File: src/rtl/cpu_run_ctrl_pkg.sv
// Shared types for the CPU run controller: the sequencer state encoding and
// default memory geometry.
package cpu_run_ctrl_pkg;

    localparam int unsigned DEF_ADDR_W = 8;
    localparam int unsigned DEF_DATA_W = 8;

    typedef logic [DEF_ADDR_W:0] len_t;

    typedef enum logic [2:0] {
        IDLE,
        LOAD,
        START,
        RUN,
        DUMP_RD,
        DUMP_TX,
        DONE
    } state_t;

endpackage

File: src/rtl/cpu_run_ctrl_if.sv
// Host, stream, data-memory and CPU-handshake signals of the run controller.
// slave = the controller itself, master = the host/bench side.
interface cpu_run_ctrl_if #(
    parameter int unsigned ADDR_W = 8,
    parameter int unsigned DATA_W = 8,
    parameter int unsigned CNT_W  = 32
);
    logic              go;
    logic [ADDR_W-1:0] load_base;
    logic [ADDR_W:0]   load_len;
    logic [ADDR_W-1:0] dump_base;
    logic [ADDR_W:0]   dump_len;
    logic [DATA_W-1:0] in_data;
    logic              in_valid;
    logic              in_ready;
    logic [DATA_W-1:0] out_data;
    logic              out_valid;
    logic              out_ready;
    logic              mem_own;
    logic [ADDR_W-1:0] mem_addr;
    logic              mem_wr;
    logic              mem_rd;
    logic [DATA_W-1:0] mem_wdata;
    logic [DATA_W-1:0] mem_rdata;
    logic              cpu_start;
    logic              cpu_halt;
    logic              busy;
    logic              done;
    logic              timeout;
    logic [CNT_W-1:0]  cycle_count;

    modport slave (
        input  go, load_base, load_len, dump_base, dump_len,
               in_data, in_valid, out_ready, mem_rdata, cpu_halt,
        output in_ready, out_data, out_valid, mem_own, mem_addr, mem_wr,
               mem_rd, mem_wdata, cpu_start, busy, done, timeout, cycle_count
    );

    modport master (
        output go, load_base, load_len, dump_base, dump_len,
               in_data, in_valid, out_ready, mem_rdata, cpu_halt,
        input  in_ready, out_data, out_valid, mem_own, mem_addr, mem_wr,
               mem_rd, mem_wdata, cpu_start, busy, done, timeout, cycle_count
    );

endinterface

File: src/rtl/cpu_run_ctrl_watchdog.sv
// RUN-phase cycle counter: saturating count of non-halt cycles plus the
// watchdog threshold compare.
module run_watchdog #(
    parameter int unsigned CNT_W          = 32,
    parameter int unsigned TIMEOUT_CYCLES = 1000000
) (
    input  logic             CLK,
    input  logic             rst_n,
    input  logic             clear,
    input  logic             enable,
    input  logic             halt,
    output logic [CNT_W-1:0] count,
    output logic             expired
);

    localparam logic [CNT_W-1:0] LIMIT = CNT_W'(TIMEOUT_CYCLES);

    logic [CNT_W-1:0] count_q, count_d;

    assign expired = (count_q >= LIMIT);
    assign count   = count_q;

    // Counting stops once the limit is reached so the reported value is the threshold itself.
    always_comb begin
        count_d = count_q;
        if (clear) begin
            count_d = '0;
        end else if (enable && !halt && !expired && (count_q != '1)) begin
            count_d = count_q + 1'b1;
        end
    end

    always_ff @(posedge CLK or negedge rst_n) begin
        if (!rst_n) begin
            count_q <= '0;
        end else begin
            count_q <= count_d;
        end
    end

endmodule

File: src/rtl/cpu_run_ctrl.sv
// Host-side sequencer: loads data memory from a byte stream, pulses cpu_start,
// waits for Halt under a watchdog, then streams a memory window back out.
module cpu_run_ctrl
    import cpu_run_ctrl_pkg::*;
#(
    parameter int unsigned ADDR_W         = DEF_ADDR_W,
    parameter int unsigned DATA_W         = DEF_DATA_W,
    parameter int unsigned START_CYCLES   = 2,
    parameter int unsigned CNT_W          = 32,
    parameter int unsigned TIMEOUT_CYCLES = 1000000
) (
    input  logic           CLK,
    input  logic           rst_n,
    cpu_run_ctrl_if.slave  bus
);

    localparam int unsigned SC_W = (START_CYCLES > 1) ? $clog2(START_CYCLES) : 1;

    state_t            state_q;
    logic [ADDR_W:0]   idx_q;
    logic [ADDR_W-1:0] load_base_q, dump_base_q;
    logic [ADDR_W:0]   load_len_q, dump_len_q;
    logic [DATA_W-1:0] out_data_q;
    logic [SC_W-1:0]   start_cnt_q;
    logic              timeout_q;

    logic              wd_clear, wd_expired;
    logic [CNT_W-1:0]  wd_count;

    assign wd_clear = (state_q == IDLE) && bus.go;

    run_watchdog #(
        .CNT_W          (CNT_W),
        .TIMEOUT_CYCLES (TIMEOUT_CYCLES)
    ) u_watchdog (
        .CLK     (CLK),
        .rst_n   (rst_n),
        .clear   (wd_clear),
        .enable  (state_q == RUN),
        .halt    (bus.cpu_halt),
        .count   (wd_count),
        .expired (wd_expired)
    );

    always_ff @(posedge CLK or negedge rst_n) begin
        if (!rst_n) begin
            state_q     <= IDLE;
            idx_q       <= '0;
            load_base_q <= '0;
            dump_base_q <= '0;
            load_len_q  <= '0;
            dump_len_q  <= '0;
            out_data_q  <= '0;
            start_cnt_q <= '0;
            timeout_q   <= 1'b0;
        end else begin
            start_cnt_q <= '0;
            case (state_q)
                IDLE: begin
                    if (bus.go) begin
                        load_base_q <= bus.load_base;
                        dump_base_q <= bus.dump_base;
                        load_len_q  <= bus.load_len;
                        dump_len_q  <= bus.dump_len;
                        idx_q       <= '0;
                        timeout_q   <= 1'b0;
                        state_q     <= (bus.load_len == '0) ? START : LOAD;
                    end
                end
                LOAD: begin
                    if (bus.in_valid) begin
                        idx_q <= idx_q + 1'b1;
                        if (idx_q == load_len_q - 1'b1) begin
                            state_q <= START;
                        end
                    end
                end
                START: begin
                    start_cnt_q <= start_cnt_q + 1'b1;
                    if (start_cnt_q == SC_W'(START_CYCLES - 1)) begin
                        state_q <= RUN;
                    end
                end
                RUN: begin
                    // Halt is tested first so it wins over a same-cycle watchdog expiry.
                    if (bus.cpu_halt) begin
                        idx_q   <= '0;
                        state_q <= (dump_len_q == '0) ? DONE : DUMP_RD;
                    end else if (wd_expired) begin
                        timeout_q <= 1'b1;
                        state_q   <= DONE;
                    end
                end
                DUMP_RD: begin
                    out_data_q <= bus.mem_rdata;
                    state_q    <= DUMP_TX;
                end
                DUMP_TX: begin
                    if (bus.out_ready) begin
                        idx_q   <= idx_q + 1'b1;
                        state_q <= (idx_q == dump_len_q - 1'b1) ? DONE : DUMP_RD;
                    end
                end
                DONE:    state_q <= IDLE;
                default: state_q <= IDLE;
            endcase
        end
    end

    assign bus.busy        = (state_q != IDLE);
    assign bus.in_ready    = (state_q == LOAD);
    assign bus.mem_own     = (state_q == LOAD) || (state_q == DUMP_RD);
    assign bus.mem_wr      = (state_q == LOAD) && bus.in_valid;
    assign bus.mem_rd      = (state_q == DUMP_RD);
    assign bus.mem_wdata   = (state_q == LOAD) ? bus.in_data : '0;
    assign bus.mem_addr    = (state_q == LOAD)    ? load_base_q + idx_q[ADDR_W-1:0] :
                             (state_q == DUMP_RD) ? dump_base_q + idx_q[ADDR_W-1:0] : '0;
    assign bus.out_data    = out_data_q;
    assign bus.out_valid   = (state_q == DUMP_TX);
    assign bus.cpu_start   = (state_q == START);
    assign bus.done        = (state_q == DONE);
    assign bus.timeout     = timeout_q;
    assign bus.cycle_count = wd_count;

endmodule

File: src/flat_wrapper.sv
// flat-port wrapper written by rule: the top's interface ports become plain ports
module cpu_run_ctrl_flat import cpu_run_ctrl_pkg::*;
#(
    parameter int unsigned ADDR_W         = DEF_ADDR_W,
    parameter int unsigned DATA_W         = DEF_DATA_W,
    parameter int unsigned START_CYCLES   = 2,
    parameter int unsigned CNT_W          = 32,
    parameter int unsigned TIMEOUT_CYCLES = 1000000
)
  (CLK, rst_n, bus_go, bus_load_base, bus_load_len, bus_dump_base, bus_dump_len, bus_in_data, bus_in_valid, bus_out_ready, bus_mem_rdata, bus_cpu_halt, bus_in_ready, bus_out_data, bus_out_valid, bus_mem_own, bus_mem_addr, bus_mem_wr, bus_mem_rd, bus_mem_wdata, bus_cpu_start, bus_busy, bus_done, bus_timeout, bus_cycle_count);
  cpu_run_ctrl_if #(.ADDR_W(ADDR_W), .DATA_W(DATA_W), .CNT_W(CNT_W)) bus_i ();
  input  logic CLK;
  input  logic rst_n;
  input wire logic [$bits(bus_i.go)-1:0] bus_go;
  input wire logic [$bits(bus_i.load_base)-1:0] bus_load_base;
  input wire logic [$bits(bus_i.load_len)-1:0] bus_load_len;
  input wire logic [$bits(bus_i.dump_base)-1:0] bus_dump_base;
  input wire logic [$bits(bus_i.dump_len)-1:0] bus_dump_len;
  input wire logic [$bits(bus_i.in_data)-1:0] bus_in_data;
  input wire logic [$bits(bus_i.in_valid)-1:0] bus_in_valid;
  input wire logic [$bits(bus_i.out_ready)-1:0] bus_out_ready;
  input wire logic [$bits(bus_i.mem_rdata)-1:0] bus_mem_rdata;
  input wire logic [$bits(bus_i.cpu_halt)-1:0] bus_cpu_halt;
  output wire logic [$bits(bus_i.in_ready)-1:0] bus_in_ready;
  output wire logic [$bits(bus_i.out_data)-1:0] bus_out_data;
  output wire logic [$bits(bus_i.out_valid)-1:0] bus_out_valid;
  output wire logic [$bits(bus_i.mem_own)-1:0] bus_mem_own;
  output wire logic [$bits(bus_i.mem_addr)-1:0] bus_mem_addr;
  output wire logic [$bits(bus_i.mem_wr)-1:0] bus_mem_wr;
  output wire logic [$bits(bus_i.mem_rd)-1:0] bus_mem_rd;
  output wire logic [$bits(bus_i.mem_wdata)-1:0] bus_mem_wdata;
  output wire logic [$bits(bus_i.cpu_start)-1:0] bus_cpu_start;
  output wire logic [$bits(bus_i.busy)-1:0] bus_busy;
  output wire logic [$bits(bus_i.done)-1:0] bus_done;
  output wire logic [$bits(bus_i.timeout)-1:0] bus_timeout;
  output wire logic [$bits(bus_i.cycle_count)-1:0] bus_cycle_count;
  assign bus_i.go = bus_go;
  assign bus_i.load_base = bus_load_base;
  assign bus_i.load_len = bus_load_len;
  assign bus_i.dump_base = bus_dump_base;
  assign bus_i.dump_len = bus_dump_len;
  assign bus_i.in_data = bus_in_data;
  assign bus_i.in_valid = bus_in_valid;
  assign bus_i.out_ready = bus_out_ready;
  assign bus_i.mem_rdata = bus_mem_rdata;
  assign bus_i.cpu_halt = bus_cpu_halt;
  assign bus_in_ready = bus_i.in_ready;
  assign bus_out_data = bus_i.out_data;
  assign bus_out_valid = bus_i.out_valid;
  assign bus_mem_own = bus_i.mem_own;
  assign bus_mem_addr = bus_i.mem_addr;
  assign bus_mem_wr = bus_i.mem_wr;
  assign bus_mem_rd = bus_i.mem_rd;
  assign bus_mem_wdata = bus_i.mem_wdata;
  assign bus_cpu_start = bus_i.cpu_start;
  assign bus_busy = bus_i.busy;
  assign bus_done = bus_i.done;
  assign bus_timeout = bus_i.timeout;
  assign bus_cycle_count = bus_i.cycle_count;
  cpu_run_ctrl #(.ADDR_W(ADDR_W), .DATA_W(DATA_W), .START_CYCLES(START_CYCLES), .CNT_W(CNT_W), .TIMEOUT_CYCLES(TIMEOUT_CYCLES)) u_core (.CLK(CLK), .rst_n(rst_n), .bus(bus_i));
endmodule
File: config.mk
export PLATFORM = sky130hd
export DESIGN_NAME = cpu_run_ctrl_flat
export DESIGN_NICKNAME = d
export VERILOG_FILES = /design/src/rtl/cpu_run_ctrl_pkg.sv /design/src/rtl/cpu_run_ctrl_if.sv /design/src/rtl/cpu_run_ctrl_watchdog.sv /design/src/rtl/cpu_run_ctrl.sv /design/src/flat_wrapper.sv
export SDC_FILE = /design/constraint.sdc
export NUM_CORES = 1
export LEC_CHECK = 0
export CORE_MARGIN = 5
export CORE_UTILIZATION = 50
export CTS_BUF_LIST = sky130_fd_sc_hd__clkbuf_4
export DETAILED_ROUTE_END_ITERATION = 6
export GPL_ROUTABILITY_DRIVEN = 0
export PLACE_DENSITY = 0.79
export SLEW_MARGIN = 30
export SYNTH_ARGS = -nofsm -noshare
export SYNTH_HDL_FRONTEND = slang
export SYNTH_SLANG_ARGS = --single-unit
File: constraint.sdc
create_clock -name CLK -period 3 [get_ports CLK]
set_input_delay 0.6 -clock CLK [delete_from_list [all_inputs] [get_ports CLK]]
set_output_delay 0.6 -clock CLK [all_outputs]
set_load 0.005 [all_outputs]
==> flow_summary.ini, run 1 <==
[drt]
viasPerCell = 5.45
drt-total-wl_um = 13500
drt_drc_violations_left = 0
dr.pass1.iters = 4
first_iter_violations = 248
antenna_left = 0
vias = 4362
wl_per_cell_um = 16.9

[timing]
post-route-period-util = 1.03
slew_headroom = 0.423
clock.fmax_mhz = 324
hold_slack_ns = 0.187
finalSetupViolCount = 1
slew_viol_final = 0
min_period_ns = 3.09
finClkSkew_ns = 0.0176
finalWorstSetupSlack_ns = -0.0880
rsz0062_at_grt = true
finalHoldViolCount = 0
tightest_slew_ns = 0.860

[flow_run]
drv_cap = 0

[pwr]
totalPowerFinal_mw = 5.65
ir_worst_vdd_mv = 0.364
leakagePower_nw = 3.00
powerDensity_nw_per_um2 = 830

[critical_path]
worstPathArrival_ns = 2.49
path_class = reg2out
cp_cell_sequence = ha_2 -> fa_2 -> a21o_1 -> a21oi_2 -> o21bai_1 -> a21oi_1 -> mux2i_1 -> a31o_2 -> clkbuf_2
endpoint_kind = primary output
rrSetupSlack_ns = 0.50
crit_family = compound AO/OA/AOI/OAI gates
path_max_fanout = 3
cpMaxStageDelayCell = dfrtp_1
cp-start-kind = register
max_stage_delay_ns = 0.43
cp_data_required_time_ns = 2.40
path_buf_inv = 1

[clocking]
cts_buffers = 9
cts_tree = yes
clock-sinks = 88
postCtsHoldBufs = 0
path_clk_slew_ns = 0.14
htree_levels = 3
clk_latency_ns = 0.44
clk_path_buf_depth = 2
clock-root-buffer = clkbuf_4

[layout]
area_delta_synth_final_pct = 35.1
drive_above_1_share = 0.177
nets = 739
final_util = 0.693
n_antenna_cell = 0
stdcell_count = 800

[logic_synthesis]
synth-seq-cells = 88
syn-instance-count = 519
synth_ff_type = dfrtp_1
syn_area_per_cell_um2 = 9.71
synth_area_leaders = dfrtp_1, mux2_2, xor2_1
yosysSeqAreaShare = 0.437
synth_top_area_cell = dfrtp_1
synth_area_um2 = 5040
async_reset_ff_frac = 1.00
synth_cell_types = 55
syn-num-nets = 596
synth_edf_count = 0
synth_top_cell_area_share = 0.437
ys_warn_count = 0

[floorplanning]
num_rows = 36
die_area_um2 = 12200
start_util = 0.513
die_w_um = 110
core_um2 = 9820
ios = 121
die_y_um = 110

[grt]
grt_pass1_vias = 4485
grt_use_total = 0.231
grt_pass1_wl_um = 21800
grt-ovfl-total = 0
grt_max_degree = 57
antenna_found_initial = 0

[run_status]
outcome = complete, but fails checks
violations = negative setup slack

[placed_design]
io_buffer_count = 120
place_hpwl_um = 9790
dp_cells = 772

[worst_hold_path]
hp-class = in2async
## state kept, by name, summed over array words and instances, names as in the netlist
signal and cells:
u_core.dump_base_q 8, u_core.idx_q 9, u_core.bus.timeout 1, u_core.u_watchdog.count 32, u_core.dump_len_q 9, u_core.state_q 3
u_core.load_base_q 8, u_core.start_cnt_q 1, u_core.load_len_q 9, u_core.bus.out_data 8
## where the power goes
group	internal, mW	switching (mW)	leakage [nW]
sequential	1.53	0.347	1.13
clock	0.350	0.400	0.0836
combinational	1.61	1.42	1.78
total	3.48	2.17	3.00
## cells in the final DEF, fill, tap and decap left out, types with 4 or more instances in the layout
cell type	instances
xnor2_1	26
mux2_2	31
a21oi_2	4
clkdlybuf4s50_1	113
and2_1	9
a31oi_1	4
a21o_1	4
nor2_1	48
o21ai_0	19
inv_1	17
nor4_1	13
xor2_1	30
nand3_1	13
buf_4	34
o22ai_1	5
nor3_1	11
ha_1	15
dfrtp_1	85
nand2b_1	8
nand4_1	7
nand2_1	56
or3_1	6
clkbuf_4	11
a21oi_1	5
nor2b_1	17
and3_1	7
## per-layer routing
metal | vias to the layer above | wire length (um) | global-route usage
li1 | 2091 | - | -
met1 | 2084 | 5670 | 0.291
met2 | 155 | 6590 | 0.392
met3 | 32 | 891 | 0.0419
met4 | 0 | 342 | 0.0941
met5 | - | 0 | 0
## cell families after synthesis
logic type | Yosys count | share of synthesized area
AND/OR/NAND/NOR | 213 | 0.216
flip-flops | 88 | 0.437
adder cells (fa/ha/maj) | 21 | 0.0551
multiplexers | 34 | 0.0752
AO/OA/AOI/OAI | 66 | 0.0871
XOR/XNOR | 56 | 0.0973
buffers and inverters | 41 | 0.0323
## what timing repair did
action                                  4_1_cts  5_1_grt
buffers inserted                              7        5
resized for setup                            25       21
endpoints found under the setup margin        6       15
pin swaps                                    10       13
## cells in the mapped netlist (2+ instances only)
| cell | instances |
|---|---|
| nand4_1 | 7 |
| and2_1 | 9 |
| a31o_2 | 2 |
| mux2i_1 | 3 |
| o31ai_1 | 2 |
| clkbuf_1 | 15 |
| inv_1 | 19 |
| nand2_1 | 56 |
| mux2_2 | 31 |
| a21oi_1 | 8 |
| nor2b_1 | 17 |
| fa_1 | 2 |
| o32ai_1 | 2 |
| o21ai_0 | 22 |
| dfrtp_1 | 88 |
| o22ai_1 | 5 |
| buf_2 | 7 |
| a211o_1 | 2 |
| nand4b_1 | 3 |
| nor3_1 | 11 |
| ha_1 | 19 |
| nand2b_1 | 8 |
| nor4_1 | 13 |
| a21o_1 | 4 |
| and3_1 | 7 |
| or3_1 | 6 |
| a31oi_1 | 4 |
| xor2_1 | 30 |
| o41ai_1 | 4 |
| nor2_1 | 50 |
| xnor2_1 | 26 |
| nor4b_1 | 2 |
| nand3_1 | 13 |
## layout make-up
| class | count | area, um2 |
|---|---|---|
| timing repair buffer | 154 | 1430 |
| sequential | 88 | 2210 |
| inverter | 19 | 75.1 |
| multi-input combinational | 390 | 2770 |
| tap | 133 | 166 |
| fill | 788 | 3010 |
| clock buffer | 11 | 82.6 |
| clock inverter | 5 | 71.3 |
## worst register-to-register path, cell delays in order (launching register included)
cell and delay, ns:
dfrtp_1 0.46, inv_1 0.10, ha_1 0.19, nor3b_2 0.44, o21ai_0 0.15, and3_2 0.23
o41ai_2 0.49, nor3_1 0.10, a211o_1 0.24
## per-stage QoR
stage	cell area, um2	TNS [ns]	setup WS (ns)
after floorplan	5040	0	0.434
after global placement	6490	-0.0684	-0.0641
after detailed placement	6490	-0.155	-0.123
after CTS	6740	-0.378	-0.267
after global routing	6810	-0.370	-0.230
final	6810	-0.0880	-0.0880
## final timing paths
kind,from,endpoint,cells past startpoint
setup / recovery,u_core.idx_q[0],bus_mem_addr[6],9
hold / removal,rst_n,u_core.load_base_q[4],1
setup reg to reg,u_core.load_len_q[0],u_core.state_q[0],8
hold reg to reg,u_core.start_cnt_q,u_core.start_cnt_q,1
max in group asynchronous,rst_n,u_core.dump_len_q[2],2
min in group CLK,u_core.start_cnt_q,u_core.start_cnt_q,1
Note: power is estimated with default switching activity, not from simulation.
==> inputs of run 2 (changes only) <==
--- a/config.mk
+++ b/config.mk
@@ -8,10 +8,11 @@
 export CORE_MARGIN = 5
 export CORE_UTILIZATION = 50
 export CTS_BUF_LIST = sky130_fd_sc_hd__clkbuf_4
+export CTS_CLUSTER_SIZE = 8
 export DETAILED_ROUTE_END_ITERATION = 6
 export GPL_ROUTABILITY_DRIVEN = 0
+export HOLD_SLACK_MARGIN = 0.1
 export PLACE_DENSITY = 0.79
-export SLEW_MARGIN = 30
 export SYNTH_ARGS = -nofsm -noshare
 export SYNTH_HDL_FRONTEND = slang
 export SYNTH_SLANG_ARGS = --single-unit
==> results of run 2 <==
No change in the layout: final DEF, timing and power equal those of run 1.
==> inputs of run 3 (changes only) <==
--- a/config.mk
+++ b/config.mk
@@ -5,6 +5,7 @@
 export SDC_FILE = /design/constraint.sdc
 export NUM_CORES = 1
 export LEC_CHECK = 0
+export ABC_AREA = 1
 export CORE_MARGIN = 5
 export CORE_UTILIZATION = 50
 export CTS_BUF_LIST = sky130_fd_sc_hd__clkbuf_4
@@ -12,7 +13,8 @@
 export DETAILED_ROUTE_END_ITERATION = 6
 export GPL_ROUTABILITY_DRIVEN = 0
 export HOLD_SLACK_MARGIN = 0.1
-export PLACE_DENSITY = 0.79
+export PLACE_DENSITY = 0.78
+export SKIP_LAST_GASP = 1
 export SYNTH_ARGS = -nofsm -noshare
 export SYNTH_HDL_FRONTEND = slang
 export SYNTH_SLANG_ARGS = --single-unit
==> flow_summary.ini, run 3 <==
[run_status]
outcome = complete, but fails checks
violations = negative setup slack

[floorplanning]
start_util = 0.509
die_y_um = 115
ios = 121
core_um2 = 10800
die_w_um = 115
die_area_um2 = 13200
num_rows = 38

[critical_path]
cp-start-kind = register
cp_cell_sequence = ha_2 -> fa_2 -> nand2_1 -> inv_2 -> o21ai_2 -> nand2_1 -> nand2_2 -> nand2_2 -> a21oi_2 -> nor2_1 -> nor2_1 -> nand2_1 -> o21ai_1 -> buf_2
cp_data_required_time_ns = 2.40
path_max_fanout = 2
worstPathArrival_ns = 2.52
path_buf_inv = 2
endpoint_kind = primary output
max_stage_delay_ns = 0.43
path_class = reg2out
crit_path_frequent_cell = nand2_1
cpMaxStageDelayCell = dfrtp_1
crit_family = adder cells

[timing]
finalWorstSetupSlack_ns = -0.121
post-route-period-util = 1.04
hold_slack_ns = 0.444
tightest_slew_ns = 0.656
clock.fmax_mhz = 320
finalHoldViolCount = 0
finClkSkew_ns = 0.0107
min_period_ns = 3.12
finalSetupTns_ns = -0.227
finalSetupViolCount = 2
rsz0062_at_grt = true
slew_headroom = 0.563
slew_viol_final = 0

[pwr]
ir_worst_vdd_mv = 0.393
totalPowerFinal_mw = 5.49
powerDensity_nw_per_um2 = 761
leakagePower_nw = 3.62

[drt]
antenna_left = 0
first_iter_violations = 402
drt-total-wl_um = 15600
drt_drc_violations_left = 0
dr.pass1.iters = 5
viasPerCell = 5.29
wl_per_cell_um = 14.7
vias = 5628

[layout]
fin_area_um2 = 7210
final_util = 0.668
stdcell_count = 1064
nets = 996
final_cell_mix = nand2_1, clkdlybuf4s50_1, inv_1, nor2_1, dfrtp_1
final_common_cell = nand2_1
n_antenna_cell = 0
largest_reg_flops = 32
drive_above_1_share = 0.0942
area_delta_synth_final_pct = 31.3

[logic_synthesis]
synth_top_area_cell = dfrtp_1
synth_ff_type = dfrtp_1
syn-instance-count = 783
ys_top_cells_by_count = nand2_1, inv_1, dfrtp_1
synth_cell_types = 38
async_reset_ff_frac = 1.00
synth_area_leaders = dfrtp_1, nand2_1, inv_1
syn_area_per_cell_um2 = 7.02
synth_edf_count = 0
yosysSeqAreaShare = 0.401
synth-seq-cells = 88
synth_top_cell_area_share = 0.401
synth_area_um2 = 5490
ys_warn_count = 0
post-synth-top-count-cell = nand2_1
syn-num-nets = 860

[clocking]
cts_buffers = 9
clk_latency_ns = 0.49
clock-sinks = 88
path_clk_slew_ns = 0.15
clock-root-buffer = clkbuf_4
htree_levels = 3
cts_tree = yes
clk_path_buf_depth = 2

[grt]
antenna_found_initial = 0
grt-ovfl-total = 0
grt_pass1_wl_um = 25500
grt_max_degree = 56
grt_pass1_vias = 5427
grt_use_total = 0.242

[placed_design]
dp_cells = 1035
place_ws_ns = -0.0277
io_buffer_count = 120
placed_cell_area_um2 = 6860
place_hpwl_um = 11400

[flow_run]
drv_cap = 0

[worst_hold_path]
hp-class = reg2reg
-- run 3: cell count changes in the layout (fill, tap and decap cells not counted), moves of 10 or more --
cell	before	now
buf_4	34	24
inv_1	17	98
mux2_2	31	0
nand2_1	56	272
nand3_1	13	47
nor2_1	48	83
nor2b_1	17	0
o21ai_0	19	34
xnor2_1	26	4
xor2_1	30	16
-- run 3: cells by family (layout without fill, tap and decap cells) --
| logic type | count (synthesis) | in the layout | share of synthesized area |
|---|---|---|---|
| AOI/OAI and AO/OA | 75 | 75 | 0.0772 |
| xor gates and xnor gates | 21 | 21 | 0.0360 |
| adders and majority gates | 21 | 21 | 0.0506 |
| buffers and inverters | 125 | 266 | 0.0918 |
| DFF | 88 | 88 | 0.401 |
| and+or+nand+nor | 453 | 453 | 0.344 |
-- run 3: metal layers --
layer	wire length (um)	part of all wire	track usage	vias up
met1	6260	0.40	0.295	2626
li1	-	-	-	2736
met3	1020	0.066	0.0642	58
met5	0	0	0	-
met2	7780	0.50	0.409	208
met4	533	0.034	0.0947	0
-- run 3: cell type report --
| type | instances | area (um2) |
|---|---|---|
| clock buffers | 9 | 67.6 |
| fillers | 901 | 3580 |
| inverters | 105 | 400 |
| clock inverters | 7 | 77.6 |
| well taps | 140 | 175 |
| multi-input cells | 570 | 2900 |
| repair buffers | 145 | 1380 |
| flip-flops and latches | 88 | 2210 |
-- run 3: repair_timing --
action / CTS / global route
endpoints found under the hold margin: 8 / 0
hold buffers: 1 / 0
endpoints found under the setup margin: 7 / 6
buffers inserted: 7 / 5
resized for setup: 28 / 21
pin swaps: 5 / 13
-- run 3: final timing paths --
path	startpoint	to	slack, ns	cells after the start
setup / recovery	u_core.idx_q[0]	bus_mem_addr[6]	-0.12	14
hold / removal	u_core.start_cnt_q	u_core.start_cnt_q	0.44	1
setup reg to reg	u_core.u_watchdog.count[10]	u_core.u_watchdog.count[14]	0.80	10
hold reg to reg	u_core.start_cnt_q	u_core.start_cnt_q	0.44	1
max in group asynchronous	rst_n	u_core.load_len_q[4]	1.62	3
min in group asynchronous	rst_n	u_core.dump_base_q[5]	0.65	2
-- run 3: where the power goes --
part	leakage [nW]	switching, mW	internal (mW)
combinational	2.39	1.69	1.22
sequential	1.14	0.329	1.53
clock	0.0789	0.464	0.263
total	3.62	2.48	3.01
